**src/rtl/frame_pkg.sv**
```systemverilog
// frame_rx shared types and constants.
// State encoding, default start byte and CRC polynomial.
package frame_pkg;

    typedef enum logic [1:0] {
        IDLE,
        WAIT_DATA,
        WAIT_CRC
    } state_t;

    localparam logic [7:0] SOF_DEFAULT = 8'h7E;
    localparam logic [7:0] CRC_POLY    = 8'h07;

endpackage

```
**src/rtl/frame_rx_crc8.sv**
```systemverilog
// CRC-8 over one byte: poly 0x07, init 0, MSB first.
// Pure combinational, eight unrolled shift/XOR steps.
module crc8
    import frame_pkg::*;
(
    input  logic [7:0] i_data,
    output logic [7:0] o_crc
);

    logic [7:0] w_acc;

    always_comb begin
        w_acc = i_data;
        for (int i = 0; i < 8; i++) begin
            if (w_acc[7]) begin
                w_acc = {w_acc[6:0], 1'b0} ^ CRC_POLY;
            end else begin
                w_acc = {w_acc[6:0], 1'b0};
            end
        end
    end

    assign o_crc = w_acc;

endmodule

```
**src/rtl/frame_rx.sv**
```systemverilog
// Byte-to-frame receiver: SOF, data, CRC-8 of data.
// Emits done / crc_error / con_error one-cycle pulses.
module frame_rx
    import frame_pkg::*;
#(
    parameter logic [7:0] SOF     = SOF_DEFAULT,
    parameter int         TIMEOUT = 200000
) (
    input  logic       clock,
    input  logic       reset,
    input  logic       byte_valid,
    input  logic [7:0] byte_in,
    output logic [7:0] readdata,
    output logic       done,
    output logic       crc_error,
    output logic       con_error
);

    localparam int              CNT_W   = $clog2(TIMEOUT + 1);
    localparam logic [CNT_W-1:0] CNT_MAX = CNT_W'(TIMEOUT);

    state_t           r_state;
    state_t           w_state_nxt;
    logic [CNT_W-1:0] r_cnt;
    logic [CNT_W-1:0] w_cnt_nxt;
    logic [7:0]       r_data;
    logic [7:0]       w_data_nxt;
    logic [7:0]       r_readdata;
    logic [7:0]       w_readdata_nxt;
    logic             r_done;
    logic             w_done_nxt;
    logic             r_crc_err;
    logic             w_crc_err_nxt;
    logic             r_con_err;
    logic             w_con_err_nxt;
    logic [7:0]       w_crc;

    crc8 u_crc8 (
        .i_data (r_data),
        .o_crc  (w_crc)
    );

    always_ff @(posedge clock) begin
        if (reset) begin
            r_state    <= IDLE;
            r_cnt      <= '0;
            r_data     <= '0;
            r_readdata <= '0;
            r_done     <= 1'b0;
            r_crc_err  <= 1'b0;
            r_con_err  <= 1'b0;
        end else begin
            r_state    <= w_state_nxt;
            r_cnt      <= w_cnt_nxt;
            r_data     <= w_data_nxt;
            r_readdata <= w_readdata_nxt;
            r_done     <= w_done_nxt;
            r_crc_err  <= w_crc_err_nxt;
            r_con_err  <= w_con_err_nxt;
        end
    end

    always_comb begin
        w_state_nxt    = r_state;
        w_cnt_nxt      = '0;
        w_data_nxt     = r_data;
        w_readdata_nxt = r_readdata;
        w_done_nxt     = 1'b0;
        w_crc_err_nxt  = 1'b0;
        w_con_err_nxt  = 1'b0;
        case (r_state)
            IDLE: begin
                if (byte_valid && byte_in == SOF) begin
                    w_state_nxt = WAIT_DATA;
                end
            end
            WAIT_DATA, WAIT_CRC: begin
                // An arriving byte always beats an expiring timeout.
                if (byte_valid) begin
                    if (r_state == WAIT_DATA) begin
                        w_data_nxt  = byte_in;
                        w_state_nxt = WAIT_CRC;
                    end else begin
                        if (byte_in == w_crc) begin
                            w_readdata_nxt = r_data;
                            w_done_nxt     = 1'b1;
                        end else begin
                            w_crc_err_nxt = 1'b1;
                        end
                        w_state_nxt = IDLE;
                    end
                end else if (r_cnt == CNT_MAX) begin
                    w_con_err_nxt = 1'b1;
                    w_state_nxt   = IDLE;
                end else begin
                    w_cnt_nxt = r_cnt + CNT_W'(1);
                end
            end
            default: w_state_nxt = IDLE;
        endcase
    end

    assign readdata  = r_readdata;
    assign done      = r_done;
    assign crc_error = r_crc_err;
    assign con_error = r_con_err;

endmodule
```
**config.mk**
```make
export PLATFORM = sky130hd
export DESIGN_NAME = frame_rx
export DESIGN_NICKNAME = d
export VERILOG_FILES = /design/src/rtl/frame_pkg.sv /design/src/rtl/frame_rx_crc8.sv /design/src/rtl/frame_rx.sv
export SDC_FILE = /design/constraint.sdc
export NUM_CORES = 1
export LEC_CHECK = 0
export ABC_AREA = 1
export CORE_ASPECT_RATIO = 0.5
export CORE_MARGIN = 3
export CORE_UTILIZATION = 45
export CTS_CLUSTER_DIAMETER = 50
export DETAILED_ROUTE_END_ITERATION = 6
export DONT_BUFFER_PORTS = 1
export SLEW_MARGIN = 10
export SYNTH_ARGS = -nofsm -noshare
export SYNTH_HDL_FRONTEND = slang
export SYNTH_SLANG_ARGS = --single-unit
```
**constraint.sdc**
```tcl
create_clock -name clock -period 2 [get_ports clock]
set_input_delay 0.2 -clock clock [delete_from_list [all_inputs] [get_ports clock]]
set_output_delay 0.2 -clock clock [all_outputs]
set_load 0.03 [all_outputs]
```
# [After elaboration in Yosys (flattened, before gate mapping)]
# Cells that the tools add are included.
[word_totals] inputBits=11 output_inout_bits=11 ff_bits=39
[classes] mux=16 add_sub_neg=1 eq_ne=7 bitwise=11 n_reduce_logical=9
[op_table] operator="$mux W3" n=8
[op_table] operator="$not A3 Y3" n=8
[op_table] operator="$add A18 B1 Y18 const B" n=1
[op_table] operator="$eq A18 B18 Y1 const B" n=1
[op_table] operator="$eq A8 B7 Y1 const B" n=1
[op_table] operator="$eq A8 B8 Y1" n=1
[op_table] operator="$mux W2" n=4
[op_table] operator="$reduce_or A4 Y1" n=2
[op_table] operator="$pmux W2 S2" n=1
[op_table] operator="$reduce_and A4 Y1" n=1
[op_table] operator="$mux W1" n=3
[op_table] operator="$ne A3 B3 Y1 const B" n=1
[op_table] operator="$not A1 Y1" n=3
[op_table] operator="$reduce_and A3 Y1" n=1
[op_table] operator="$reduce_or A3 Y1" n=1
[op_table] operator="$eq A2 B1 Y1 const B" n=1
[op_table] operator="$eq A2 B2 Y1 const B" n=1
[op_table] operator="$logic_not A2 Y1" n=1
[op_table] operator="$ne A2 B2 Y1 const B" n=1
[op_table] operator="$reduce_and A2 Y1" n=1
[op_table] operator="$reduce_or A2 Y1" n=1
[op_table] operator="$logic_and A1 B1 Y1" n=1

# [Depth between registers and ports, before layout]
# Gate-level depths: netlist (run 1).
[logic_depth] depth_word=18 depth_mapped=13 ltp_nobuf=13

# [Hierarchy]
# From an unflattened synthesis (run 1), not the netlist that was laid out.
[hier_totals] cells_unflattened=359 area_unflattened_um2=2254.7
[by_module_without_submodules] module="frame_rx" cells_each=318 area_per_inst_um2=2053.2 instances=1
[by_module_without_submodules] module="crc8" cells_each=41 area_per_inst_um2=201.4 instances=1

# [Worst setup path after synthesis (run 1)]
# Ideal clock, no wire load.
[synth_path] kind="reg2reg" from="register r_state[0]" to="register r_readdata[0], in the netlist readdata[0]" path_stages_with_launch=9 slack_ps=343 t_arrival_ps=1593 path_buffers=0 path_cell_list="dfxtp_1 -> inv_1 -> ha_1 -> inv_1 -> nor3_2 -> inv_1 -> nor2_8 -> nor2_1 -> nor2_1"
[synth_between] elab_chain_cells=3
[synth_rtl] element="start: declaration" line_no="frame_rx.sv:22" text="state_t r_state;"
[synth_rtl] element="start signal: assignment" line_no="frame_rx.sv:53" text="r_state <= w_state_nxt;"
[synth_rtl] element="$eq A2 B1 Y1 or $eq A2 B2 Y1 (tied branches)" line_no="frame_rx.sv:71, frame_rx.sv:80"
[synth_rtl] element="$reduce_or A2 Y1 or $not A1 Y1 (tied branches)"
[synth_rtl] element="$reduce_and A4 Y1 (no source line) (*)"
[synth_rtl] element="end signal: assignment" line_no="frame_rx.sv:56" text="r_readdata <= w_readdata_nxt;"
[synth_rtl] element="end: declaration" line_no="frame_rx.sv:28" text="logic [7:0] r_readdata;"
# Mark *: on every way between the ends. The rest lies on a longest branch, timed or not.
# A chain may end at the register's enable or synchronous reset.

# [Worst setup path in the final report (run 1)]
[layout_path] from="register r_data[7]" to="register r_readdata[2], in the netlist readdata[2]"
[layout_between] elab_chain_cells=7
[layout_rtl] element="start: declaration" line_no="frame_rx.sv:26" text="logic [7:0] r_data;"
[layout_rtl] element="start signal: assignment" line_no="frame_rx.sv:55" text="r_data <= w_data_nxt;"
[layout_rtl] element="$mux W3 (*)" line_no="frame_rx_crc8.sv:15" text="if (w_acc[7]) begin"
[layout_rtl] element="$not A3 Y3 (no source line)"
[layout_rtl] element="$mux W3" line_no="frame_rx_crc8.sv:15"
[layout_rtl] element="$not A3 Y3 (no source line)"
[layout_rtl] element="$mux W3" line_no="frame_rx_crc8.sv:15"
[layout_rtl] element="$eq A8 B8 Y1 (*)" line_no="frame_rx.sv:84" text="if (byte_in == w_crc) begin"
[layout_rtl] element="$reduce_and A4 Y1 (no source line) (*)"
# Marks and branches as above.

==> results of run 1 <==
==> cell usage after synthesis (all sizes together) (3+ instances only) <==
library cell / number
nand2: 107
nor2: 46
inv: 44
dfxtp: 39
nand3: 34
a21oi: 17
o21ai: 13
nand4: 12
nor3: 8
ha: 6
nor3b: 4
xor2: 4
nor4: 3
==> metrics by stage <==
| stage | utilization | power [mW] | area [µm²] | hold WS [ps] | cells |
|---|---|---|---|---|---|
| 2_1_floorplan | - | 1.022 | 2270 | 269.1 | 346 |
| 3_3_place_gp | 0.5104 | 1.067 | 2356 | 269.8 | 411 |
| 3_5_place_dp | 0.5104 | 1.069 | 2356 | 275.4 | 411 |
| 4_1_cts | 0.5403 | 1.754 | 2494 | 91.66 | 421 |
| 5_1_grt | 0.5408 | 1.831 | 2496 | 110.5 | 421 |
| 6_report | 0.5408 | 1.732 | 2496 | 106.3 | 421 |
==> power groups by stage <==
stage	Clock, mW	Sequential, mW	Combinational [mW]
2_1_floorplan	0	0.817	0.205
3_3_place_gp	0	0.821	0.246
3_5_place_dp	0	0.822	0.247
4_1_cts	0.698	0.803	0.253
5_1_grt	0.734	0.805	0.292
6_report	0.674	0.804	0.254
==> worst register-to-register path, stage by stage, from the launching register on <==
cell     delay (ps)
dfxtp_1         480
inv_2           160
nand2_1         100
nand2_1          60
nand2_1          50
nand2_1         110
nand3_1         100
nand2_1          70
nor2_2          130
nand3_4         140
nor2_8          150
nor2_1           60
nor2_1          110
==> what timing repair did <==
item	in CTS	in global routing
endpoints found under the setup margin	0	1
hold buffers	2	0
endpoints found under the hold margin	4	0
gates resized for setup	0	1
==> logic make-up (layout without fill, tap and decap cells) <==
kind of cell,after synthesis,in the layout,synth area share
and+or+nand+nor,214,214,0.4416
AOI/OAI and AO/OA,35,35,0.08435
DFF,39,39,0.3440
adders and majority gates,6,6,0.03308
xor gates and xnor gates,5,5,0.01929
buffers and inverters,47,56,0.07773
==> area by class of cell <==
| class | instances | area, µm² | area share |
|---|---|---|---|
| flip-flops and latches | 39 | 780.7 | 0.3128 |
| multi-input cells | 260 | 1315 | 0.5268 |
| clock inverters | 2 | 35.03 | 0.01404 |
| clock buffers | 6 | 82.58 | 0.03308 |
| inverters | 44 | 165.2 | 0.06617 |
| well taps | 66 | 82.58 | 0.03308 |
| repair buffers | 4 | 35.03 | 0.01404 |
==> layer usage <==
layer | vias to the layer above | wire length, µm | global-route usage
li1 | 1136 | - | -
met4 | 0 | 44 | 0.05464
met1 | 948 | 2563 | 0.2463
met5 | - | 0 | 0
met2 | 37 | 2313 | 0.2880
met3 | 4 | 252 | 0.04867
==> registers in the layout (all words and copies together) (netlist names) <==
name	cells
readdata	8
crc_error	1
r_cnt	18
con_error	1
r_data	8
done	1
r_state	2
==> worst paths after layout <==
| check | startpoint | to | slack (ps) | cells after the start |
|---|---|---|---|---|
| worst max-delay path | r_data[7]$_SDFFE_PP0P_ | readdata[2]$_SDFFE_PP0P_ | 240 | 12 |
| worst min-delay path | byte_in[2] | r_data[2]$_SDFFE_PP0P_ | 110 | 2 |
| worst max register to register | r_data[7]$_SDFFE_PP0P_ | readdata[2]$_SDFFE_PP0P_ | 240 | 12 |
| worst min register to register | r_cnt[11]$_SDFF_PP0_ | r_cnt[11]$_SDFF_PP0_ | 470 | 1 |
==> results.cfg, run 1 <==
[power_and_ir_drop]
p_seq_frac = 0.464
swShare = 0.2643
power_frac_comb = 0.147
p_switching_mw = 0.4578
p_leak_nw = 1.034
ir_drop_mv = 0.3849
power_density_mw_per_mm2 = 693.9
clockPowerShare = 0.389
internal_power_mw = 1.274

[clocking]
clock-sinks = 39
cts_made_buffers = 5
cts_tree = yes
clk_pin_slew_ps = 80
cts-root-buf = clkbuf_8
clock_latency_ps = 290
cts_setup_buffers = 0
h-tree-depth = 2
cts_max_path_buffers = 2

[yosys]
yosys-top-cells-area = dfxtp_1 (34%), nand2_1 (16%), nand3_1 (6.8%), nor2_1 (6.4%), inv_1 (5.8%)
syn-cell-area_mm2 = 0.002270
synthArstFlopShare = 0
synth-seq-area-share = 0.3440
yosys_warnings = 0
ys_types = 29
synth_ff_type = dfxtp_1
yosysTopAreaCellShare = 0.3440
syn_inst = 346
post_synth.cell_area_avg_um2 = 6.560
syn_nets = 363
ys_ff_latch = 39
synth_enable_flop_cells = 0
synth_top_area_cell = dfxtp_1

[timing]
setup_viol = 0
slew_viol_final = 0
max_freq_mhz = 567.6
slew_headroom = 0.6185
worst_slew_pin_slew_ps = 564.9
worst_slack_ps = 238.2
fin_tns_setup_ps = 0
rsz0062_at_grt = no
fin_crit_sh = 0.8809
finClkSkew_ps = 8.461
hold_viol = 0
min_period_ps = 1762

[placement]
post-place-ws_ps = 233.8
place_hpwl_um = 3966
portBuffers = 0
place_congestion = 0.9045

[floorplanning]
start_util = 0.4917
row_count = 17
ios = 22
die_area_mm2 = 0.005984
dieWidth_um = 106.4
core_region_area_mm2 = 0.004616
fp.dieH_um = 56.22

[setup_path]
critPathTopFamily = simple AND/OR/NAND/NOR gates
slowest_stage = dfxtp_1
worstPathArrival_ps = 1990
endpoint_kind = flop
required_ps = 2220
start_kind = flop
crit_top_cell = nand2_1
path_buf_inv = 1
critical_path_class = flop to flop
cpPeakStageDelay_ps = 480
cp_max_fo = 8
path_cells = inv_2 -> nand2_1 -> nand2_1 -> nand2_1 -> nand2_1 -> nand3_1 -> nand2_1 -> nor2_2 -> nand3_4 -> nor2_8 -> nor2_1 -> nor2_1

[worst_hold_path]
hold_class = primary input to flop

[run]
drv_cap = 0

[global_route]
antenna_found_initial = 0
grt_max_degree = 18
grt_pass1_vias = 1943
overflow = 0
grt_pass1_wl_um = 8859
gr-usage-all-layers = 0.1831

[drt]
ant_nets = 0
post-route-drc-count = 0
drt_wl_total_um = 5174
viasPerCell = 5.048
drtIter0Drc = 75
drtPass1Iterations = 4
vias = 2125
wl_per_cell_um = 12.29

[run_status]
outcome = finished clean

[final_layout]
final_cell_mix = nand2_1 (99), dfxtp_1 (39), nor2_1 (38), inv_1 (35), nand3_1 (31)
diodes = 0
n_fill_cell = 462
syn_to_final_growth_pct = 9.978
mostFrequentLayoutCell = nand2_1
nNetsFinal = 371
layout-drive-gt1-share = 0.1155
(Power assumes the default switching activity.)
==> inputs of run 2 (changes only) <==
CORE_UTILIZATION = 34   (was 45)
PLACE_DENSITY = 0.49   (was unset)
==> results.cfg, run 2 (synthesis results as in run 1) <==
[setup_path]
required_ps = 2160
critical_path_class = flop to flop
slowest_stage = dfxtp_1
cp_max_fo = 4
endpoint_kind = flop
worstPathArrival_ps = 1910
cpPeakStageDelay_ps = 370
start_kind = flop
path_cells = ha_1 -> nand2_1 -> nor2_1 -> nand4_1 -> nor2_2 -> nand2_1 -> nor2_2 -> nand3_1 -> xor2_1 -> nor2_1

[floorplanning]
ios = 22
die_area_mm2 = 0.007752
core_region_area_mm2 = 0.006256
row_count = 20
dieWidth_um = 121.5
fp.dieH_um = 63.78
start_util = 0.3628

[power_and_ir_drop]
power_density_mw_per_mm2 = 798.4
ir_drop_mv = 0.3781
clockPowerShare = 0.489
internal_power_mw = 1.589
power_frac_comb = 0.125
finalPower_mw = 2.087
p_seq_frac = 0.386
p_leak_nw = 1.070
swShare = 0.2387
p_switching_mw = 0.4982

[placement]
portBuffers = 0
place_hpwl_um = 4206
dpl.cell_count = 433
place_congestion = 0.8476

[global_route]
grt_max_degree = 18
gr-usage-all-layers = 0.1451
overflow = 0
grt_pass1_vias = 1899
grt_pass1_wl_um = 9073
antenna_found_initial = 0

[clocking]
h-tree-depth = 2
cts_made_buffers = 5
cts_tree = yes
clk_pin_slew_ps = 60
cts_max_path_buffers = 2
clock-sinks = 39
cts-root-buf = clkbuf_16
clock_latency_ps = 280

[timing]
slew_viol_final = 0
rsz0062_at_grt = no
setup_viol = 0
worst_slew_pin_slew_ps = 634.6
min_period_ps = 1749
hold_ws_ps = 122.4
slew_headroom = 0.5714
max_freq_mhz = 571.6
fin_tns_setup_ps = 0
fin_crit_sh = 0.8747
finClkSkew_ps = 5.411
hold_viol = 0

[drt]
vias = 2147
viasPerCell = 4.825
wl_per_cell_um = 12.51
ant_nets = 0
drtIter0Drc = 117
drt_wl_total_um = 5569
post-route-drc-count = 0
drtPass1Iterations = 4

[final_layout]
fin_util = 0.4178
layout-drive-gt1-share = 0.1204
layoutNonFillerInstCount = 445
top_register = r_cnt
mostFrequentLayoutCell = nand2_1
final_cell_mix = nand2_1 (99), nor2_1 (38), dfxtp_1 (38), inv_1 (34), nand3_1 (31)
syn_to_final_growth_pct = 15.16
diodes = 0
nNetsFinal = 373
largest_reg_flops = 18
n_fill_cell = 658

[worst_hold_path]
hold_class = primary input to flop

[run_status]
outcome = finished clean

[run]
drv_cap = 0
## run 2: worst max-delay path: cells and delay by family (launching register included)
family	cells	cell delay [ps]
flip-flops	1	370
AND/OR/NAND/NOR	8	940
adder cells (fa/ha/maj)	1	190
XOR/XNOR	1	140
## run 2: path summary, 6_finish.rpt
kind	start	to	slack, ps	cells after the start
worst max-delay path	r_cnt[1]$_SDFF_PP0_	r_cnt[16]$_SDFF_PP0_	250	10
worst min-delay path	byte_in[4]	r_data[4]$_SDFFE_PP0P_	120	2
worst max register to register	r_cnt[1]$_SDFF_PP0_	r_cnt[16]$_SDFF_PP0_	250	10
worst min register to register	r_cnt[0]$_SDFF_PP0_	r_cnt[0]$_SDFF_PP0_	450	1
## run 2: layout make-up
class,instances,area (µm²),area share
well taps,88,110.1,0.04213
clock inverters,2,60.06,0.02298
inverters,44,165.2,0.06319
multi-input cells,260,1315,0.5031
clock buffers,6,128.9,0.04931
repair buffers,6,52.55,0.02011
flip-flops and latches,39,782.0,0.2992
## run 2: per-stage QoR
stage               worst slack (ps)  cell area [µm²]
floorplan                      343.4             2270
finish                         250.6             2614
global placement               238.0             2384
detailed placement             227.1             2384
global route                   20.19             2614
CTS                            188.5             2592
## run 2: per-layer routing
| layer | share of wire | wire length (µm) | track usage |
|---|---|---|---|
| met5 | 0 | 0 | 0 |
| met4 | 0.0063 | 35 | 0.03492 |
| met3 | 0.041 | 231 | 0.03537 |
| met2 | 0.45 | 2517 | 0.2289 |
| met1 | 0.50 | 2784 | 0.2003 |
## run 2: power by group through the flow
stage	logic, mW	registers [mW]	clock network [mW]
floorplan	0.205	0.817	0
global placement	0.251	0.821	0
detailed placement	0.251	0.821	0
CTS	0.257	0.804	1.04
global route	0.292	0.806	1.08
finish	0.262	0.805	1.02
## run 2: what timing repair did
item                                    CTS  global route
hold endpoints to repair                  3             1
hold buffers                              2             1
endpoints found under the setup margin    0             2
setup buffers                             0             1
resized for setup                         0             3
